===== config.mk =====
export PLATFORM = sky130hd
export DESIGN_NAME = tilt_seq_flat
export DESIGN_NICKNAME = d
export VERILOG_FILES = /design/src/rtl/tilt_seq_pkg.sv /design/src/rtl/tilt_seq_if.sv /design/src/rtl/mag_comp.sv /design/src/rtl/tilt_seq.sv /design/src/flat_wrapper.sv
export SDC_FILE = /design/constraint.sdc
export NUM_CORES = 1
export LEC_CHECK = 0
export ABC_AREA = 0
export CORE_MARGIN = 2
export CORE_UTILIZATION = 45
export CTS_CLUSTER_SIZE = 28
export DETAILED_ROUTE_END_ITERATION = 10
export GPL_TIMING_DRIVEN = 0
export PLACE_DENSITY = 0.7
export SLEW_MARGIN = 20
export SYNTH_ARGS = -nofsm -noshare
export SYNTH_HDL_FRONTEND = slang
export SYNTH_HIERARCHICAL = 1
export SYNTH_SLANG_ARGS = --single-unit
export TNS_END_PERCENT = 10

===== constraint.sdc =====
create_clock -name clk -period 15.94 [get_ports clk]
set_input_delay 4.782 -clock clk [delete_from_list [all_inputs] [get_ports clk]]
set_output_delay 4.782 -clock clk [all_outputs]
set_load 0.005 [all_outputs]

===== src/rtl/tilt_seq_pkg.sv =====
// rtl/tilt_seq_pkg.sv - shared widths, defaults and FSM encoding for the tilt sequencer
package tilt_pkg;

  localparam int CRD_W         = 24;
  localparam int ACC_W         = 16;
  localparam int MAG_SCALE_DEF = 19898;

  typedef enum logic [2:0] {
    IDLE,
    ROLL_REQ,
    ROLL_WAIT,
    MAG,
    PITCH_REQ,
    PITCH_WAIT,
    OUT
  } state_t;

  function automatic logic signed [CRD_W-1:0] sext_acc(input logic signed [ACC_W-1:0] v);
    return {{(CRD_W-ACC_W){v[ACC_W-1]}}, v};
  endfunction

endpackage


===== src/rtl/tilt_seq_if.sv =====
// rtl/tilt_seq_if.sv - CORDIC start/done operand and result bus
interface tilt_seq_if import tilt_pkg::*; ();

  logic signed [CRD_W-1:0] crd_x;
  logic signed [CRD_W-1:0] crd_y;
  logic                    crd_start;
  logic                    crd_done;
  logic signed [CRD_W-1:0] crd_angle;
  logic signed [CRD_W-1:0] crd_magnitude;

  modport master (
    output crd_x, crd_y, crd_start,
    input  crd_done, crd_angle, crd_magnitude
  );

  modport slave (
    input  crd_x, crd_y, crd_start,
    output crd_done, crd_angle, crd_magnitude
  );

endinterface


===== src/rtl/mag_comp.sv =====
// rtl/mag_comp.sv - registered signed x unsigned Q1.15 CORDIC gain compensation
module mag_comp import tilt_pkg::*; #(
  parameter int SCALE = MAG_SCALE_DEF
) (
  input  logic                    clk,
  input  logic                    rst_n,
  input  logic                    en,
  input  logic signed [CRD_W-1:0] m,
  output logic signed [CRD_W-1:0] mc
);

  localparam logic signed [16:0] SCALE_S = 17'(SCALE);

  logic signed [CRD_W+16:0] prod;

  assign prod = m * SCALE_S;

  always_ff @(posedge clk or negedge rst_n) begin
    if (!rst_n) begin
      mc <= '0;
    end else if (en) begin
      mc <= CRD_W'(prod >>> 15);
    end
  end

endmodule


===== src/rtl/tilt_seq.sv =====
// rtl/tilt_seq.sv - two-pass CORDIC sequencer turning accelerometer samples into roll/pitch
module tilt_seq import tilt_pkg::*; #(
  parameter int MAG_SCALE   = MAG_SCALE_DEF,
  parameter int TIMEOUT_CYC = 255
) (
  input  logic                    clk,
  input  logic                    rst_n,
  input  logic                    acc_valid,
  output logic                    acc_ready,
  input  logic signed [ACC_W-1:0] acc_x,
  input  logic signed [ACC_W-1:0] acc_y,
  input  logic signed [ACC_W-1:0] acc_z,
  tilt_seq_if.master              crd,
  output logic signed [CRD_W-1:0] roll,
  output logic signed [CRD_W-1:0] pitch,
  output logic                    tilt_valid,
  output logic                    tilt_err
);

  localparam int              CNT_W = $clog2(TIMEOUT_CYC + 1);
  localparam logic [CNT_W-1:0] LAST = CNT_W'(TIMEOUT_CYC - 1);

  state_t                  state, state_nx;
  logic                    done_q;
  logic                    done_edge;
  logic                    in_wait;
  logic                    expired;
  logic [CNT_W-1:0]        cnt;
  logic signed [ACC_W-1:0] ax_r;
  logic signed [CRD_W-1:0] roll_n;
  logic signed [CRD_W-1:0] m_r;
  logic signed [CRD_W-1:0] mc;
  logic signed [CRD_W-1:0] crd_x_r;
  logic signed [CRD_W-1:0] crd_y_r;
  logic                    sel_pitch;

  assign done_edge = crd.crd_done & ~done_q;
  assign in_wait   = (state == ROLL_WAIT) || (state == PITCH_WAIT);
  assign expired   = (cnt == LAST) && !done_edge;

  // Pass-2 x operand comes straight from the scaler register, which holds until the next MAG.
  assign crd.crd_x = sel_pitch ? mc : crd_x_r;
  assign crd.crd_y = crd_y_r;

  always_ff @(posedge clk or negedge rst_n) begin
    if (!rst_n) begin
      state <= IDLE;
    end else begin
      state <= state_nx;
    end
  end

  always_comb begin
    state_nx      = state;
    acc_ready     = 1'b0;
    crd.crd_start = 1'b0;
    tilt_valid    = 1'b0;
    case (state)
      IDLE: begin
        acc_ready = 1'b1;
        if (acc_valid) state_nx = ROLL_REQ;
      end
      ROLL_REQ: begin
        crd.crd_start = 1'b1;
        state_nx      = ROLL_WAIT;
      end
      ROLL_WAIT: begin
        if (done_edge)    state_nx = MAG;
        else if (expired) state_nx = IDLE;
      end
      MAG: state_nx = PITCH_REQ;
      PITCH_REQ: begin
        crd.crd_start = 1'b1;
        state_nx      = PITCH_WAIT;
      end
      PITCH_WAIT: begin
        if (done_edge)    state_nx = OUT;
        else if (expired) state_nx = IDLE;
      end
      OUT: begin
        tilt_valid = 1'b1;
        state_nx   = IDLE;
      end
      default: state_nx = IDLE;
    endcase
  end

  always_ff @(posedge clk or negedge rst_n) begin
    if (!rst_n) begin
      done_q    <= 1'b0;
      cnt       <= '0;
      tilt_err  <= 1'b0;
      ax_r      <= '0;
      roll_n    <= '0;
      m_r       <= '0;
      crd_x_r   <= '0;
      crd_y_r   <= '0;
      sel_pitch <= 1'b0;
      roll      <= '0;
      pitch     <= '0;
    end else begin
      done_q   <= crd.crd_done;
      tilt_err <= in_wait && expired;
      if (crd.crd_start) cnt <= '0;
      else if (in_wait)  cnt <= cnt + CNT_W'(1);
      case (state)
        IDLE: if (acc_valid) begin
          ax_r      <= acc_x;
          crd_x_r   <= sext_acc(acc_z);
          crd_y_r   <= sext_acc(acc_y);
          sel_pitch <= 1'b0;
        end
        ROLL_WAIT: if (done_edge) begin
          roll_n <= crd.crd_angle;
          m_r    <= crd.crd_magnitude;
        end
        MAG: begin
          crd_y_r   <= -sext_acc(ax_r);
          sel_pitch <= 1'b1;
        end
        PITCH_WAIT: if (done_edge) begin
          roll  <= roll_n;
          pitch <= crd.crd_angle;
        end
        default: ;
      endcase
    end
  end

  mag_comp #(.SCALE(MAG_SCALE)) u_mag_comp (
    .clk   (clk),
    .rst_n (rst_n),
    .en    (state == MAG),
    .m     (m_r),
    .mc    (mc)
  );

endmodule


===== src/flat_wrapper.sv =====
// flat-port wrapper written by rule: the top's interface ports become plain ports
module tilt_seq_flat import tilt_pkg::*;
#(
  parameter int MAG_SCALE   = MAG_SCALE_DEF,
  parameter int TIMEOUT_CYC = 255
)
  (clk, rst_n, acc_valid, acc_ready, acc_x, acc_y, acc_z, roll, pitch, tilt_valid, tilt_err, crd_crd_x, crd_crd_y, crd_crd_start, crd_crd_done, crd_crd_angle, crd_crd_magnitude);
  tilt_seq_if crd_i ();
  input  logic clk;
  input  logic rst_n;
  input  logic acc_valid;
  output logic acc_ready;
  input  logic signed [ACC_W-1:0] acc_x;
  input  logic signed [ACC_W-1:0] acc_y;
  input  logic signed [ACC_W-1:0] acc_z;
  output logic signed [CRD_W-1:0] roll;
  output logic signed [CRD_W-1:0] pitch;
  output logic tilt_valid;
  output logic tilt_err;
  output wire logic [$bits(crd_i.crd_x)-1:0] crd_crd_x;
  output wire logic [$bits(crd_i.crd_y)-1:0] crd_crd_y;
  output wire logic [$bits(crd_i.crd_start)-1:0] crd_crd_start;
  input wire logic [$bits(crd_i.crd_done)-1:0] crd_crd_done;
  input wire logic [$bits(crd_i.crd_angle)-1:0] crd_crd_angle;
  input wire logic [$bits(crd_i.crd_magnitude)-1:0] crd_crd_magnitude;
  assign crd_crd_x = crd_i.crd_x;
  assign crd_crd_y = crd_i.crd_y;
  assign crd_crd_start = crd_i.crd_start;
  assign crd_i.crd_done = crd_crd_done;
  assign crd_i.crd_angle = crd_crd_angle;
  assign crd_i.crd_magnitude = crd_crd_magnitude;
  tilt_seq #(.MAG_SCALE(MAG_SCALE), .TIMEOUT_CYC(TIMEOUT_CYC)) u_core (.clk(clk), .rst_n(rst_n), .acc_valid(acc_valid), .acc_ready(acc_ready), .acc_x(acc_x), .acc_y(acc_y), .acc_z(acc_z), .crd(crd_i), .roll(roll), .pitch(pitch), .tilt_valid(tilt_valid), .tilt_err(tilt_err));
endmodule

==> impl_metrics.json <==
{
  "status": "finished, final reports clean",
  "synth_warnings": 6,
  "gp_congestion": 0.903,
  "port_buffers": 199,
  "yosys.cell_types.count": 71,
  "detail-route-antenna-nets": 0,
  "die_width_um": 188,
  "utilization_pct": 55.2,
  "avgRoutedWirePerCell_um": 17.3,
  "grtUsageTotal_pct": 21.5,
  "crit_fanout": 10,
  "grt_pass1_wl_mm": 60.3,
  "ff_latch_area_um2": 4750,
  "max_freq_mhz": 133,
  "multi_input_area_um2": 9370,
  "slew_headroom_pct": 47.1,
  "grt-ovfl-total": 0,
  "async_flop_share_pct": 100,
  "place_hpwl_mm": 28.9,
  "via_count": 10629,
  "synth_enable_flop_cells": 0,
  "coreArea_um2": 33500,
  "finalCritPeriodShare_pct": 47.1,
  "antenna_found_initial": 1,
  "start_util_pct": 45.6,
  "drive_gt1_share_pct": 14.2,
  "nFillCells": 2928,
  "hold_violations": 0,
  "cts_setup_buffers": 0,
  "hold_path_class": "flip-flop to flip-flop",
  "wl_mm": 35.7,
  "yosys.area_share.xor_xnor_pct": 2.18,
  "dpl_cell_area_um2": 17900,
  "synth_fa_ha_area_share_pct": 31.9,
  "via_per_inst": 5.16,
  "cts_root_buf": "clkbuf_16",
  "clock-skew-final_ns": 0.0179,
  "cts_buffers": 17,
  "ys_seq_area_share_pct": 31.1,
  "synth_mux_area_share_pct": 12.6,
  "drc": 0,
  "max_stage_delay_ns": 0.50,
  "startpoint_type": "flip-flop",
  "rows": 67,
  "min_period_ns": 7.50,
  "syn_avg_cell_area_um2": 11.1,
  "synth_compound_area_share_pct": 7.59,
  "setup_violations": 0,
  "cts_tree": "built",
  "path_cells": "clkbuf_1 > clkbuf_1 > inv_1 > nand2_1 > nand2_1 > clkdlybuf4s50_1",
  "drt_iter0_drc": 692,
  "synth_seq_cells": 190,
  "io_pins": 200,
  "synthCells": 1377,
  "clkSinkCount": 190,
  "path_class": "flip-flop to output pin",
  "grt_max_degree": 89,
  "setup-tns-final_ns": 0,
  "cts-hold-fix-buffers": 0,
  "synth_nets": 1776,
  "grt_pass1_vias": 11749,
  "cp_slowest_cell": "clkdlybuf4s50_1",
  "syn_to_final_growth_pct": 21.1,
  "grt_setup_unrepaired": "no",
  "dieHeight_um": 188,
  "arrival_ns": 2.72,
  "fin_area_um2": 18500,
  "end_kind": "output pin",
  "cts.clk_slew.worst_paths_ns": 0.08,
  "nets": 1996,
  "synth_top_family_by_area": "adder cells",
  "maxCapViolCount": 0,
  "clk_latency_ns": 0.45,
  "tightestPinTransition_ns": 0.783,
  "syn_area_um2": 15300,
  "firstDrtPassIters": 5,
  "slew_violations": 0,
  "yosys.area_share.simple_pct": 6.99,
  "h-tree-depth": 4,
  "synth-main-ff-cell": "dfrtp_1",
  "crit_required_ns": 11.16,
  "dieArea_um2": 35500,
  "clockBufferDepth": 2,
  "cts_resized": 0
}
## routing by layer
layer	share of wire, %	GRT usage [%]	vias to the layer above	wire (um)
met2	48	36.1	228	17300
met5	0	0	-	0
li1	-	-	5023	-
met1	44	27.9	5332	15700
met4	2.2	5.89	0	773
met3	5.5	5.27	46	1960
## flip-flops by register name (all words and copies together) (netlist names)
name	flops
u_core/sel_pitch	1
u_core/m_r	24
u_core/tilt_err	1
u_core/u_mag_comp/mc	24
u_core/state	3
u_core/roll_n	24
u_core/crd_x_r	16
u_core/done_q	1
u_core/ax_r	16
u_core/cnt	8
u_core/crd.crd_y	24
u_core/pitch	24
u_core/roll	24
## worst paths after layout
kind,from,endpoint,slack [ns],cells after the start
max,u_core/sel_pitch$_DFFE_PN0P_,crd_crd_x[17],8.44,6
min,u_core/crd.crd_y[18]$_DFFE_PN0P_,u_core/crd.crd_y[18]$_DFFE_PN0P_,0.48,1
max reg2reg,u_core/m_r[23]$_DFFE_PN0P_,u_core/u_mag_comp/mc[19]$_DFFE_PN0P_,9.85,17
min reg2reg,u_core/crd.crd_y[18]$_DFFE_PN0P_,u_core/crd.crd_y[18]$_DFFE_PN0P_,0.48,1
max in group asynchronous,rst_n,u_core/m_r[5]$_DFFE_PN0P_,10.94,2
min in group asynchronous,rst_n,u_core/roll[1]$_DFFE_PN0P_,4.21,1
## cell usage after synthesis (all sizes together) (3+ instances only)
cell type	instances	area share (%)
a211oi	11	0.54
a21o	27	1.3
a21oi	49	1.6
a31oi	4	0.16
and2	3	0.12
and3	10	0.47
and4	3	0.17
buf	15	0.51
clkbuf	30	0.93
dfrtp	190	31
fa	152	20
ha	147	12
inv	251	6.2
mux2	161	12
mux2i	11	0.72
nand2	76	1.9
nand2b	6	0.25
nand3	9	0.29
nand4	14	0.57
nor2	33	0.81
nor2b	9	0.37
nor3	10	0.33
nor4	10	0.41
nor4b	3	0.17
o211ai	5	0.25
o21a	6	0.29
o21ai	33	1.1
o311ai	6	0.39
o31ai	7	0.34
or2	6	0.25
or3	6	0.25
or3b	3	0.17
or4	3	0.15
xnor2	13	0.74
xor2	25	1.4
## kinds of logic (layout without fill, tap and decap cells)
| kind of cell | after synthesis | after routing |
|---|---|---|
| other | 0 | 1 |
| AO/OA/AOI/OAI | 172 | 172 |
| multiplexers | 172 | 172 |
| XOR/XNOR | 38 | 38 |
| flip-flops | 190 | 190 |
| adder cells (fa/ha/maj) | 299 | 299 |
| buffers and inverters | 296 | 529 |
| AND/OR/NAND/NOR | 210 | 210 |
## metrics by stage
| stage | hold WS [ns] | std cells | worst slack, ns |
|---|---|---|---|
| 6_report | 0.481 | 2059 | 8.44 |
| 5_1_grt | 0.504 | 2059 | 8.31 |
| 4_1_cts | 0.488 | 2058 | 8.44 |
| 3_5_place_dp | 0.469 | 2026 | 8.70 |
| 3_3_place_gp | 0.465 | 2024 | 1.96 |
| 2_1_floorplan | 0.445 | 1377 | 9.75 |
## cell type report
cell class / count / share of cell area, %
Multi-Input combinational cell: 891 / 50.6
Sequential cell: 190 / 25.7
Timing Repair Buffer: 201 / 11.1
Inverter: 251 / 5.09
Tap cell: 448 / 3.03
Clock buffer: 18 / 2.37
Buffer: 45 / 1.19
Clock inverter: 14 / 0.919
Antenna cell: 1 / 0.0135
## worst max-delay path, delay by kind of cell (launching register included)
kind          cells  cell delay (ns)
flops             1             0.32
buf+inv           4             1.52
simple gates      2             0.44
## layout by cell type, fill, tap and decap left out, drive strengths merged, types with 7 or more instances in the layout
master and count:
inv 254, nand2 76, nor4 10, clkdlybuf4s50 198, clkbuf 48, clkinv 11, and3 10, o31ai 7
fa 152, dfrtp 190, o21ai 33, mux2 161, xnor2 13, nand3 9, nor2 33, nand4 14
a21o 27, xor2 25, a21oi 49, ha 147, buf 18, mux2i 11, nor2b 9, a211oi 11
nor3 10
Power is not shown: default switching activity piles up to over one toggle a cycle in this logic, so the estimate is an artifact.
